### config.mk
export PLATFORM = sky130hd
export DESIGN_NAME = mem_stage
export DESIGN_NICKNAME = d
export VERILOG_FILES = /design/src/rtl/mem_stage_pkg.sv /design/src/rtl/mem_lsu_align.sv /design/src/rtl/mem_stage.sv
export SDC_FILE = /design/constraint.sdc
export NUM_CORES = 1
export LEC_CHECK = 0
export CORE_ASPECT_RATIO = 1.25
export CORE_MARGIN = 2
export CORE_UTILIZATION = 47
export DETAILED_ROUTE_END_ITERATION = 10
export PLACE_DENSITY = 0.88
export SLEW_MARGIN = 20
export SYNTH_ARGS = -nofsm -noshare
export SYNTH_HDL_FRONTEND = slang
export SYNTH_SLANG_ARGS = --single-unit
### constraint.sdc
create_clock -name clk -period 4 [get_ports clk]
set_input_delay 0.8 -clock clk [delete_from_list [all_inputs] [get_ports clk]]
set_output_delay 0.8 -clock clk [all_outputs]
set_load 0.05 [all_outputs]
### src/rtl/mem_stage_pkg.sv
// Shared definitions for the MEM pipeline stage: ld/st info field layout,
// access size encodings, the zero register index and FSM state codes.
`timescale 1ns/1ps
package mem_stage_pkg;

  // Bit positions inside the ld/st info field
  localparam int LSI_SIZE_LO  = 0;
  localparam int LSI_SIZE_HI  = 1;
  localparam int LSI_UNSIGNED = 2;

  // Access size encodings
  localparam logic [1:0] SIZE_B = 2'b00;
  localparam logic [1:0] SIZE_H = 2'b01;
  localparam logic [1:0] SIZE_W = 2'b10;

  // Writes to x0 are never committed
  localparam logic [4:0] REG_X0 = 5'd0;

  // Stage FSM encoding
  localparam logic [1:0] ST_EMPTY = 2'd0;
  localparam logic [1:0] ST_REQ   = 2'd1;
  localparam logic [1:0] ST_WAIT  = 2'd2;
  localparam logic [1:0] ST_FULL  = 2'd3;

endpackage

### src/rtl/mem_lsu_align.sv
// Byte-lane logic for the MEM stage: store strobes and replicated store data,
// load lane selection with sign/zero extension, and misalignment detection.
`timescale 1ns/1ps
module mem_lsu_align
  import mem_stage_pkg::*;
#(
  parameter int XLEN             = 32,
  parameter int LD_ST_INFO_WIDTH = 3
) (
  input  logic [1:0]                  addr_lo,
  input  logic [LD_ST_INFO_WIDTH-1:0] info,
  input  logic                        is_mem,
  input  logic [XLEN-1:0]             rs2,
  input  logic [XLEN-1:0]             rdata,
  output logic [3:0]                  wstrb,
  output logic [XLEN-1:0]             wdata,
  output logic [XLEN-1:0]             ld_data,
  output logic                        misalign
);

  logic [1:0]      size;
  logic            is_unsigned;
  logic [XLEN-1:0] shifted;

  assign size        = info[LSI_SIZE_HI:LSI_SIZE_LO];
  assign is_unsigned = info[LSI_UNSIGNED];

  // Decode size/offset into strobes, store data, extended load data and misalignment
  always_comb begin
    // NOTE: every output gets a default first so no path through the case infers a latch.
    wstrb    = 4'hF;
    wdata    = rs2;
    ld_data  = rdata;
    misalign = 1'b0;
    shifted  = rdata >> {addr_lo, 3'b000};
    case (size)
      SIZE_B: begin
        wstrb   = 4'b0001 << addr_lo;
        wdata   = {(XLEN/8){rs2[7:0]}};
        ld_data = {{(XLEN-8){~is_unsigned & shifted[7]}}, shifted[7:0]};
      end
      SIZE_H: begin
        wstrb    = 4'b0011 << addr_lo;
        wdata    = {(XLEN/16){rs2[15:0]}};
        ld_data  = {{(XLEN-16){~is_unsigned & shifted[15]}}, shifted[15:0]};
        misalign = is_mem & addr_lo[0];
      end
      default: begin
        misalign = is_mem & (addr_lo != 2'b00);
      end
    endcase
  end

endmodule

### src/rtl/mem_stage.sv
// Pipeline MEM stage: accepts EX results over valid/ready, performs data
// memory loads/stores on a req/gnt/rvalid bus, forwards ALU results to EX
// and hands results to WB over valid/ready.
`timescale 1ns/1ps
module mem_stage
  import mem_stage_pkg::*;
#(
  parameter int XLEN             = 32,
  parameter int LD_ST_INFO_WIDTH = 3
) (
  input  logic                        clk,
  input  logic                        rst_n,
  input  logic                        EX_valid_i,
  output logic                        MEM_ready_o,
  input  logic [XLEN-1:0]             EX_pc_i,
  input  logic [XLEN-1:0]             EX_alu_res_i,
  input  logic [XLEN-1:0]             EX_rs2_rdata_i,
  input  logic [LD_ST_INFO_WIDTH-1:0] EX_ld_st_info_i,
  input  logic                        EX_op_load_i,
  input  logic                        EX_op_store_i,
  input  logic                        EX_rd_wen_i,
  input  logic [4:0]                  EX_rd_idx_i,
  output logic                        dbus_req_o,
  output logic                        dbus_we_o,
  output logic [XLEN-1:0]             dbus_addr_o,
  output logic [XLEN-1:0]             dbus_wdata_o,
  output logic [3:0]                  dbus_wstrb_o,
  input  logic                        dbus_gnt_i,
  input  logic                        dbus_rvalid_i,
  input  logic [XLEN-1:0]             dbus_rdata_i,
  input  logic                        dbus_err_i,
  output logic                        MEM_rd_wen_o,
  output logic [4:0]                  MEM_rd_idx_o,
  output logic [XLEN-1:0]             MEM_alu_res_o,
  output logic                        MEM_valid_o,
  input  logic                        WB_ready_i,
  output logic [XLEN-1:0]             MEM_pc_o,
  output logic [XLEN-1:0]             MEM_rd_wdata_o,
  output logic                        MEM_wb_wen_o,
  output logic                        MEM_misalign_o,
  output logic                        MEM_bus_err_o
);

  logic [1:0]                  state;
  logic [XLEN-1:0]             pc_q;
  logic [XLEN-1:0]             alu_q;
  logic [XLEN-1:0]             rs2_q;
  logic [LD_ST_INFO_WIDTH-1:0] info_q;
  logic                        load_q;
  logic                        store_q;
  logic                        rd_wen_q;
  logic [4:0]                  rd_idx_q;
  logic [XLEN-1:0]             ld_data_q;
  logic                        misalign_q;
  logic                        bus_err_q;

  logic                        accept;
  logic                        use_held;
  logic                        in_req;
  logic [1:0]                  al_addr_lo;
  logic [LD_ST_INFO_WIDTH-1:0] al_info;
  logic                        al_is_mem;
  logic [3:0]                  al_wstrb;
  logic [XLEN-1:0]             al_wdata;
  logic [XLEN-1:0]             al_ld_data;
  logic                        al_misalign;

  assign MEM_ready_o = (state == ST_EMPTY) || ((state == ST_FULL) && WB_ready_i);
  assign accept      = EX_valid_i && MEM_ready_o;
  assign in_req      = (state == ST_REQ);

  // Accepts only happen in EMPTY/FULL and the bus is only active in REQ/WAIT,
  // so one alignment unit serves both: incoming EX fields for the misalign
  // decision, held fields while the access is in flight.
  assign use_held   = (state == ST_REQ) || (state == ST_WAIT);
  assign al_addr_lo = use_held ? alu_q[1:0] : EX_alu_res_i[1:0];
  assign al_info    = use_held ? info_q : EX_ld_st_info_i;
  assign al_is_mem  = use_held ? (load_q | store_q) : (EX_op_load_i | EX_op_store_i);

  mem_lsu_align #(
    .XLEN             (XLEN),
    .LD_ST_INFO_WIDTH (LD_ST_INFO_WIDTH)
  ) u_align (
    .addr_lo  (al_addr_lo),
    .info     (al_info),
    .is_mem   (al_is_mem),
    .rs2      (rs2_q),
    .rdata    (dbus_rdata_i),
    .wstrb    (al_wstrb),
    .wdata    (al_wdata),
    .ld_data  (al_ld_data),
    .misalign (al_misalign)
  );

  // Stage FSM plus capture of EX fields and of the bus response
  always_ff @(posedge clk or negedge rst_n) begin
    if (!rst_n) begin
      state      <= ST_EMPTY;
      pc_q       <= '0;
      alu_q      <= '0;
      rs2_q      <= '0;
      info_q     <= '0;
      load_q     <= 1'b0;
      store_q    <= 1'b0;
      rd_wen_q   <= 1'b0;
      rd_idx_q   <= '0;
      ld_data_q  <= '0;
      misalign_q <= 1'b0;
      bus_err_q  <= 1'b0;
    end else if (accept) begin
      // NOTE: non-blocking assignments throughout so every register samples pre-edge values.
      pc_q       <= EX_pc_i;
      alu_q      <= EX_alu_res_i;
      rs2_q      <= EX_rs2_rdata_i;
      info_q     <= EX_ld_st_info_i;
      load_q     <= EX_op_load_i;
      store_q    <= EX_op_store_i;
      rd_wen_q   <= EX_rd_wen_i;
      rd_idx_q   <= EX_rd_idx_i;
      misalign_q <= al_misalign;
      bus_err_q  <= 1'b0;
      state      <= ((EX_op_load_i || EX_op_store_i) && !al_misalign) ? ST_REQ : ST_FULL;
    end else begin
      case (state)
        ST_REQ: begin
          if (dbus_gnt_i) state <= ST_WAIT;
        end
        ST_WAIT: begin
          // Responses outside WAIT are never looked at, which drops stale ones.
          if (dbus_rvalid_i) begin
            state <= ST_FULL;
            if (dbus_err_i) bus_err_q <= 1'b1;
            else if (load_q) ld_data_q <= al_ld_data;
          end
        end
        ST_FULL: begin
          if (WB_ready_i) state <= ST_EMPTY;
        end
        default: ;
      endcase
    end
  end

  // Bus outputs are quiet outside REQ
  assign dbus_req_o   = in_req;
  assign dbus_we_o    = in_req && store_q;
  assign dbus_addr_o  = in_req ? {alu_q[XLEN-1:2], 2'b00} : '0;
  assign dbus_wdata_o = (in_req && store_q) ? al_wdata : '0;
  assign dbus_wstrb_o = (in_req && store_q) ? al_wstrb : 4'h0;

  // Forwarding: ALU results only; loads are handled by the load-use stall
  assign MEM_rd_wen_o  = rd_wen_q && !load_q && (state != ST_EMPTY);
  assign MEM_rd_idx_o  = rd_idx_q;
  assign MEM_alu_res_o = alu_q;

  // WB interface
  assign MEM_valid_o    = (state == ST_FULL);
  assign MEM_pc_o       = pc_q;
  assign MEM_rd_wdata_o = load_q ? ld_data_q : alu_q;
  assign MEM_wb_wen_o   = (state == ST_FULL) && rd_wen_q && !misalign_q && !bus_err_q &&
                          (rd_idx_q != REG_X0);
  assign MEM_misalign_o = misalign_q;
  assign MEM_bus_err_o  = bus_err_q;

endmodule
==> results of run 1 <==
per-layer routing:
layer / global-route usage, % / vias to the layer above / share of wire (%)
met5: 0 / - / 0.050
met3: 8.48 / 56 / 7.9
li1: - / 3574 / -
met2: 53.1 / 360 / 51
met1: 35.0 / 3646 / 38
met4: 10.5 / 2 / 2.6
logic make-up (layout without fill, tap and decap cells):
kind of cell | count (synthesis) | after routing | share of synthesized area, %
mux | 60 | 61 | 8.63
simple gates | 474 | 474 | 25.9
flops | 143 | 143 | 47.1
other cells | 1 | 2 | 0.0493
fa+ha+maj | 4 | 4 | 0.658
compound gates | 146 | 146 | 13.0
buf+inv | 80 | 383 | 4.67
worst paths after layout:
| kind | slack (ps) | cells past startpoint | start | endpoint |
|---|---|---|---|---|
| setup / recovery | 220 | 7 | state[1]$_DFFE_PN0P_ | dbus_wstrb_o[2] |
| hold / removal | 420 | 1 | rst_n | MEM_pc_o[0]$_DFFE_PN0P_ |
| setup reg to reg | 880 | 8 | state[1]$_DFFE_PN0P_ | ld_data_q[20]$_DFFE_PN0P_ |
| hold reg to reg | 480 | 2 | MEM_pc_o[13]$_DFFE_PN0P_ | MEM_pc_o[13]$_DFFE_PN0P_ |
| max in group asynchronous | 2760 | 2 | rst_n | rs2_q[30]$_DFFE_PN0P_ |
| min in group clk | 480 | 2 | MEM_pc_o[13]$_DFFE_PN0P_ | MEM_pc_o[13]$_DFFE_PN0P_ |
state kept, by name (all words and copies together) (netlist names):
| name | cells |
|---|---|
| ld_data_q | 32 |
| rs2_q | 32 |
| store_q | 1 |
| rd_wen_q | 1 |
| load_q | 1 |
| MEM_alu_res_o | 32 |
| state | 2 |
| info_q | 3 |
| MEM_rd_idx_o | 5 |
| MEM_pc_o | 32 |
| MEM_misalign_o | 1 |
| MEM_bus_err_o | 1 |
worst max-delay path, delay by kind of cell, from the launching register on:
family,cells,cell delay (ps)
AND/OR/NAND/NOR,1,400
multiplexers,1,490
AO/OA/AOI/OAI,1,250
buffers and inverters,3,560
flip-flops,1,410
adder cells (fa/ha/maj),1,450
Yosys cell counts, types with 8 or more instances:
library cell	n	area, sq um
and3_1	8	50.1
dfrtp_1	143	3580
clkbuf_1	40	150
inv_1	17	63.8
mux2i_1	25	250
and2_1	31	194
or3_1	8	50.1
a21oi_2	10	87.6
a21oi_1	45	225
o22ai_1	9	56.3
nand2b_1	10	62.6
a211oi_1	9	67.6
nor2_1	42	158
nand2_1	360	1350
o21ai_0	32	160
buf_1	10	37.5
mux2_2	34	383
report_power, final:
part           switching, mW  internal [mW]
logic                   4.86           2.72
clock network          0.685          0.881
registers              0.678           2.13
area by class of cell:
type,count,area (sq um)
repair buffers,334,3640
multi-input cells,687,3710
inverters,17,63.8
well taps,216,270
fillers,1178,4170
clock buffers,18,429
flip-flops and latches,143,3580
clock inverters,14,151
cell usage in the layout, fill, tap and decap left out, types with 3 or more instances in the layout:
| cell type | count |
|---|---|
| ha_1 | 4 |
| a32oi_1 | 7 |
| inv_6 | 4 |
| o22a_1 | 7 |
| inv_1 | 17 |
| nand2b_1 | 10 |
| nand2_1 | 359 |
| o21ai_1 | 3 |
| o21ai_0 | 32 |
| nor2b_1 | 3 |
| a21oi_1 | 45 |
| a2bb2oi_1 | 7 |
| mux2_2 | 34 |
| a211oi_1 | 9 |
| nor3_1 | 3 |
| clkdlybuf4s50_1 | 290 |
| and2_1 | 30 |
| dfrtp_1 | 142 |
| mux2i_1 | 24 |
| clkinvlp_4 | 3 |
| o22ai_1 | 9 |
| or3_1 | 8 |
| buf_4 | 11 |
| inv_8 | 3 |
| a21oi_2 | 10 |
| clkbuf_16 | 17 |
| nor2_1 | 42 |
| and3_1 | 8 |
| buf_12 | 32 |
metrics by stage:
step                      utilization [%]  cells  total power, mW
after floorplan                         -    909             7.84
after global placement               70.3   1396             10.2
after detailed placement             70.3   1396             10.3
after CTS                            73.9   1428             12.0
after global routing                 74.0   1429             12.6
final                                74.0   1429             12.0
==> flow_metrics.env, run 1 <==
export IMPL_tns_ps=0
export IMPL_dieArea_sq_um=17200
export IMPL_maxCapViolations=0
export IMPL_synth_edff_count=0
export IMPL_grt_total_usage_pct=30.1
export IMPL_drt_total_wl_mm=26.1
export IMPL_drv_slew=0
export IMPL_cts_buffers=17
export IMPL_cts_root_buf="clkbuf_16"
export IMPL_dr_pass1_iters=7
export IMPL_arrival_ps=2980
export IMPL_cp_required_ps=3200
export IMPL_final_area_sq_um=11800
export IMPL_dp_slack_ps=496
export IMPL_syn_area_sq_um=7600
export IMPL_hold_ws_ps=416
export IMPL_critical_path_class="flip-flop to primary output"
export IMPL_slew_headroom_pct=43.6
export IMPL_fin_nets=1350
export IMPL_viasPerCell=5.34
export IMPL_antenna_found_initial=1
export IMPL_setup_viol=0
export IMPL_synth_area_per_cell_sq_um=8.37
export IMPL_leakage_nw=5.46
export IMPL_powerDensity_nw_per_um2=1010
export IMPL_fmax_mhz=265
export IMPL_path_cells="inv_1 > ha_1 > buf_4 > mux2_2 > or3_1 > a21oi_1 > buf_12"
export IMPL_cp_end_kind="primary output"
export IMPL_synth_async_reset_ratio_pct=100
export IMPL_io_buffers=320
export IMPL_max_slew_worst_pin_slew_ps=846
export IMPL_drive_gt1_share_pct=10.9
export IMPL_drt_iter0_markers=465
export IMPL_insertedDiodeCount=0
export IMPL_start_util_pct=47.5
export IMPL_vias=7638
export IMPL_ant_nets=0
export IMPL_cts_max_level=4
export IMPL_placed_area_sq_um=11200
export IMPL_critPathLaunchType="flip-flop"
export IMPL_clk_latency_ps=420
export IMPL_clk_path_buf_depth=2
export IMPL_grt_pass1_wl_mm=41.0
export IMPL_synthCells=908
export IMPL_period_minus_slack_ps=3780
export IMPL_slowest_stage="mux2_2"
export IMPL_die_y_um=146
export IMPL_drcViolationCount=0
export IMPL_place_hpwl_mm=18.8
export IMPL_synth_flop_cell="dfrtp_1"
export IMPL_crit_fanout=14
export IMPL_cts_tree="built"
export IMPL_grt_setup_unrepaired="false"
export IMPL_cts_resized=0
export IMPL_worst_slack_ps=220
export IMPL_grt_overflow=0
export IMPL_grt_pass1_vias=7665
export IMPL_die_w_um=118
export IMPL_core_sq_um=16000
export IMPL_synth_seq_cells=143
export IMPL_period_share_pct=94.5
export IMPL_holdBufCountCts=0
export IMPL_outcome="completed"
export IMPL_yosysSeqAreaShare_pct=47.1
export IMPL_clk_pin_slew_ps=70
export IMPL_gp_congestion=0.878
export IMPL_io_pin_count=323
export IMPL_grt_max_degree=87
export IMPL_synth_cell_types=51
export IMPL_syn_to_final_growth_pct=55.8
export IMPL_routedWlPerCell_um=18.2
export IMPL_cts_setup_buffers=0
export IMPL_finalHoldViolations=0
export IMPL_cts_sinks=143
export IMPL_num_rows=52
export IMPL_cpPeakStageDelay_ps=490
export IMPL_fin_skew_ps=7.03
export IMPL_yosys_warnings=0
export IMPL_hold_class="primary input to asynchronous set/reset pin"
export IMPL_ir_drop_uv=656
No activity file was read; power rests on OpenSTA's default activity.
==> run 2, diff against run 1 <==
--- a/config.mk
+++ b/config.mk
@@ -5,7 +5,6 @@
 export SDC_FILE = /design/constraint.sdc
 export NUM_CORES = 1
 export LEC_CHECK = 0
-export CORE_ASPECT_RATIO = 1.25
 export CORE_MARGIN = 2
 export CORE_UTILIZATION = 47
 export DETAILED_ROUTE_END_ITERATION = 10
==> run 2 against run 1 <==
  * Combinational power up 1%
  * Largest cell class unchanged
  * First-iteration DRC count shrank 0.86%
  * Critical path type unchanged
  * Wire length increased by 1.1%
==> flow_metrics.env, run 2 (synthesis results as in run 1) <==
export IMPL_multiInputGateArea_sq_um=3710
export IMPL_io_pin_count=323
export IMPL_viasPerCell=5.32
export IMPL_period_share_pct=94.2
export IMPL_drt_iter0_markers=461
export IMPL_fill_cells=1142
export IMPL_fmax_mhz=265
export IMPL_finalHoldViolations=0
export IMPL_leakage_nw=5.45
export IMPL_grt_total_usage_pct=30.3
export IMPL_finalPower_mw=11.9
export IMPL_start_util_pct=48.0
export IMPL_met3_length_mm=2.30
export IMPL_critical_path_class="flip-flop to primary output"
export IMPL_critPathLaunchType="flip-flop"
export IMPL_wl_met1_mm=10.1
export IMPL_regArea_sq_um=3580
export IMPL_place_hpwl_mm=18.9
export IMPL_syn_to_final_growth_pct=55.4
export IMPL_insertedDiodeCount=0
export IMPL_drt_total_wl_mm=26.4
export IMPL_drcViolationCount=0
export IMPL_holdBufCountCts=0
export IMPL_antenna_found_initial=0
export IMPL_powerDensity_nw_per_um2=1010
export IMPL_ant_nets=0
export IMPL_die_w_um=131
export IMPL_cts_sinks=143
export IMPL_gp_congestion=0.914
export IMPL_clk_path_buf_depth=2
export IMPL_cts_max_level=4
export IMPL_hold_class="primary input to asynchronous set/reset pin"
export IMPL_mostFrequentLayoutCell="nand2_1"
export IMPL_ir_drop_uv=689
export IMPL_slew_headroom_pct=43.3
export IMPL_dieArea_sq_um=17200
export IMPL_clk_latency_ps=420
export IMPL_num_rows=46
export IMPL_wl_met2_mm=13.0
export IMPL_drv_slew=0
export IMPL_core_sq_um=15800
export IMPL_vias=7611
export IMPL_grt_pass1_wl_mm=41.3
export IMPL_grt_overflow=0
export IMPL_cp_end_kind="primary output"
export IMPL_period_minus_slack_ps=3770
export IMPL_arrival_ps=2970
export IMPL_maxCapViolations=0
export IMPL_cts_root_buf="clkbuf_16"
export IMPL_routedWlPerCell_um=18.4
export IMPL_grt_max_degree=79
export IMPL_crit_fanout=19
export IMPL_cts_tree="built"
export IMPL_cp_required_ps=3200
export IMPL_max_slew_worst_pin_slew_ps=835
export IMPL_tns_ps=0
export IMPL_outcome="completed"
export IMPL_grt_pass1_vias=7546
export IMPL_fin_skew_ps=7.58
export IMPL_dr_pass1_iters=5
export IMPL_top_layer="met4"
export IMPL_setup_viol=0
export IMPL_drive_gt1_share_pct=10.9
export IMPL_final_cell_mix="nand2_1, clkdlybuf4s50_1, dfrtp_1"
export IMPL_clk_pin_slew_ps=70
export IMPL_die_y_um=131
export IMPL_io_buffers=320
export IMPL_rrSetupSlack_ps=730
export IMPL_grt_setup_unrepaired="false"
export IMPL_cts_buffers=17
export IMPL_fin_nets=1352
-- run 2: final cells by class --
class                   count  share of cell area [%]
clock buffers              20                    3.70
clock inverters            12                   0.943
inverters                  17                   0.540
multi-input cells         687                    31.4
flip-flops and latches    143                    30.3
well taps                 216                    2.29
repair buffers            336                    30.8
-- run 2: critical path, cell delays in order (launching register included) --
cell	delay, ps
dfrtp_1	410
inv_1	80
ha_2	610
o21a_1	590
mux2i_1	160
a211oi_1	470
buf_12	200
-- run 2: layer usage --
layer  up-vias  GRT usage (%)
li1       3582              -
met1      3581           36.2
met2       376           51.1
met3        72           8.33
met4         0           13.8
met5         -              0
-- run 2: power breakdown --
| part | internal, mW | switching, mW | leakage (nW) | total [mW] |
|---|---|---|---|---|
| logic | 2.72 | 4.95 | 3.41 | 7.68 |
| registers | 2.13 | 0.630 | 1.78 | 2.76 |
| clock network | 0.859 | 0.649 | 0.261 | 1.51 |
| total | 5.71 | 6.23 | 5.45 | 11.9 |
-- run 2: metrics by stage --
step | setup WS, ps | std cells | util (%) | instance area, sq um | hold WS, ps
final | 233 | 1431 | 74.6 | 11800 | 399
after global routing | 91.0 | 1431 | 74.6 | 11800 | 465
after CTS | 49.9 | 1430 | 74.5 | 11800 | 439
after detailed placement | 500 | 1398 | 71.1 | 11200 | 461
after global placement | 549 | 1398 | 71.1 | 11200 | 457
after floorplan | 249 | 909 | - | 7600 | 444
-- run 2: final timing paths --
check / startpoint / end / cells after the start
min in group clk: info_q[2]$_DFFE_PN0P_ / info_q[2]$_DFFE_PN0P_ / 2
max: state[1]$_DFFE_PN0P_ / dbus_wdata_o[27] / 6
max in group asynchronous: rst_n / MEM_alu_res_o[26]$_DFFE_PN0P_ / 2
max reg2reg: state[1]$_DFFE_PN0P_ / ld_data_q[19]$_DFFE_PN0P_ / 8
min reg2reg: info_q[2]$_DFFE_PN0P_ / info_q[2]$_DFFE_PN0P_ / 2
min: rst_n / MEM_pc_o[24]$_DFFE_PN0P_ / 1
-- run 2: timing repair --
| item | in CTS | in global routing |
|---|---|---|
| gates resized for setup | 0 | 2 |
| buffers inserted | 0 | 0 |
| setup endpoints to repair | 0 | 13 |
==> run 3, diff against run 2 <==
--- a/config.mk
+++ b/config.mk
@@ -5,6 +5,7 @@
 export SDC_FILE = /design/constraint.sdc
 export NUM_CORES = 1
 export LEC_CHECK = 0
+export CAP_MARGIN = 20
 export CORE_MARGIN = 2
 export CORE_UTILIZATION = 47
 export DETAILED_ROUTE_END_ITERATION = 10
==> results of run 3 <==
No change in the layout: final DEF, timing and power equal those of run 2.
==> edit (flow settings as in run 1) <==
Put one more register stage on the output `MEM_bus_err_o`, without a reset. The value now appears one clock later. The other outputs are not delayed to match.
--- a/src/rtl/mem_stage.sv
+++ b/src/rtl/mem_stage.sv
@@ -161,5 +161,7 @@
                           (rd_idx_q != REG_X0);
   assign MEM_misalign_o = misalign_q;
-  assign MEM_bus_err_o  = bus_err_q;
+  always_ff @(posedge clk) begin
+    MEM_bus_err_o <= bus_err_q;
+  end
 
 endmodule
Formal check against the unedited RTL: not equivalent (a bounded check fails within 4 cycles, from zero or initial values and one cycle with rst_n low).
==> edit against run 1 <==
- via count about the same
- synthesized area up 0.26%
- cell area up 0.15%
- die area up 0.26%
- utilization up 0.11 points
- largest cell class unchanged
- highest routed layer is now met4
- final cell count up 0.21%
- total power up 0.39%
- count of clock-buffer cells in the layout unchanged
- wire length up 0.71%
- sequential cell count up 1
- hold slack worse by 0.045 ns
- worst setup slack better by 0.055 ns
==> edit: results <==
group,metric,value,unit
setup_path,cp.arrival,2.93,ns
status,status,"finished, final reports clean",
global_routing,antenna_found_initial,0,
drt,drt_iter0_drc,524,
global_routing,grtUsageMet1,35.7,%
synthesis,async_flop_share,99.3,%
global_routing,grt_max_degree,78,
drt,wl_met3,1.93,mm
drt,routed.top_layer,"met4",
synthesis,yosysSeqAreaShare,47.2,%
timing,skew,0.00522,ns
timing,worstMarginPinSlew,0.841,ns
cells_and_area,seq-cell-share,30.3,%
global_routing,grt_pass1_vias,7574,
setup_path,reg2reg_to,"ld_data_q[18]",
drt,met2WireLength,13.1,mm
setup_path,r2r_slack,0.74,ns
drt,route.layer.met1.wl,10.1,mm
drt,vias_per_cell,5.34,
synthesis,synth_mux_area_share,8.60,%
placement,dp_hpwl,18.9,mm
synthesis,synth_compound_area_share,13.0,%
setup_path,r2r_cells,7,
setup_path,cp_slowest_cell,"ha_1",
cells_and_area,buffers,336,
global_routing,use_met3,7.50,%
cells_and_area,drive_gt1_share,11.0,%
placement,routabilityCongestion,0.924,
synthesis,synth_cell_types,52,
drt,dr.pass1.iters,5,
cells_and_area,n_fill_cell,1162,
cells_and_area,buffer_area_share,30.7,%
edit: cell types whose count changed after synthesis, sizes merged:
cell / run 1 / this run
dfxtp: 0 / 1
edit: stage by stage:
step / hold slack [ns] / std cells / area, um^2 / total power [uW] / worst slack [ns]
2_1_floorplan: 0.369 / 910 / 7620 / 7850 / 0.249
3_3_place_gp: 0.428 / 1399 / 11300 / 10200 / 0.511
3_5_place_dp: 0.427 / 1399 / 11300 / 10400 / 0.465
4_1_cts: 0.421 / 1431 / 11800 / 12000 / 0.174
5_1_grt: 0.452 / 1432 / 11900 / 12600 / 0.0482
6_report: 0.371 / 1432 / 11900 / 12000 / 0.275
edit: power by group through the flow:
| stage | Sequential (uW) | Combinational, uW | Clock [uW] |
|---|---|---|---|
| floorplan | 3690 | 4160 | 0 |
| global placement | 2750 | 7480 | 0 |
| detailed placement | 2770 | 7620 | 0 |
| CTS | 2760 | 7650 | 1580 |
| global route | 2860 | 8100 | 1650 |
| finish | 2770 | 7670 | 1560 |
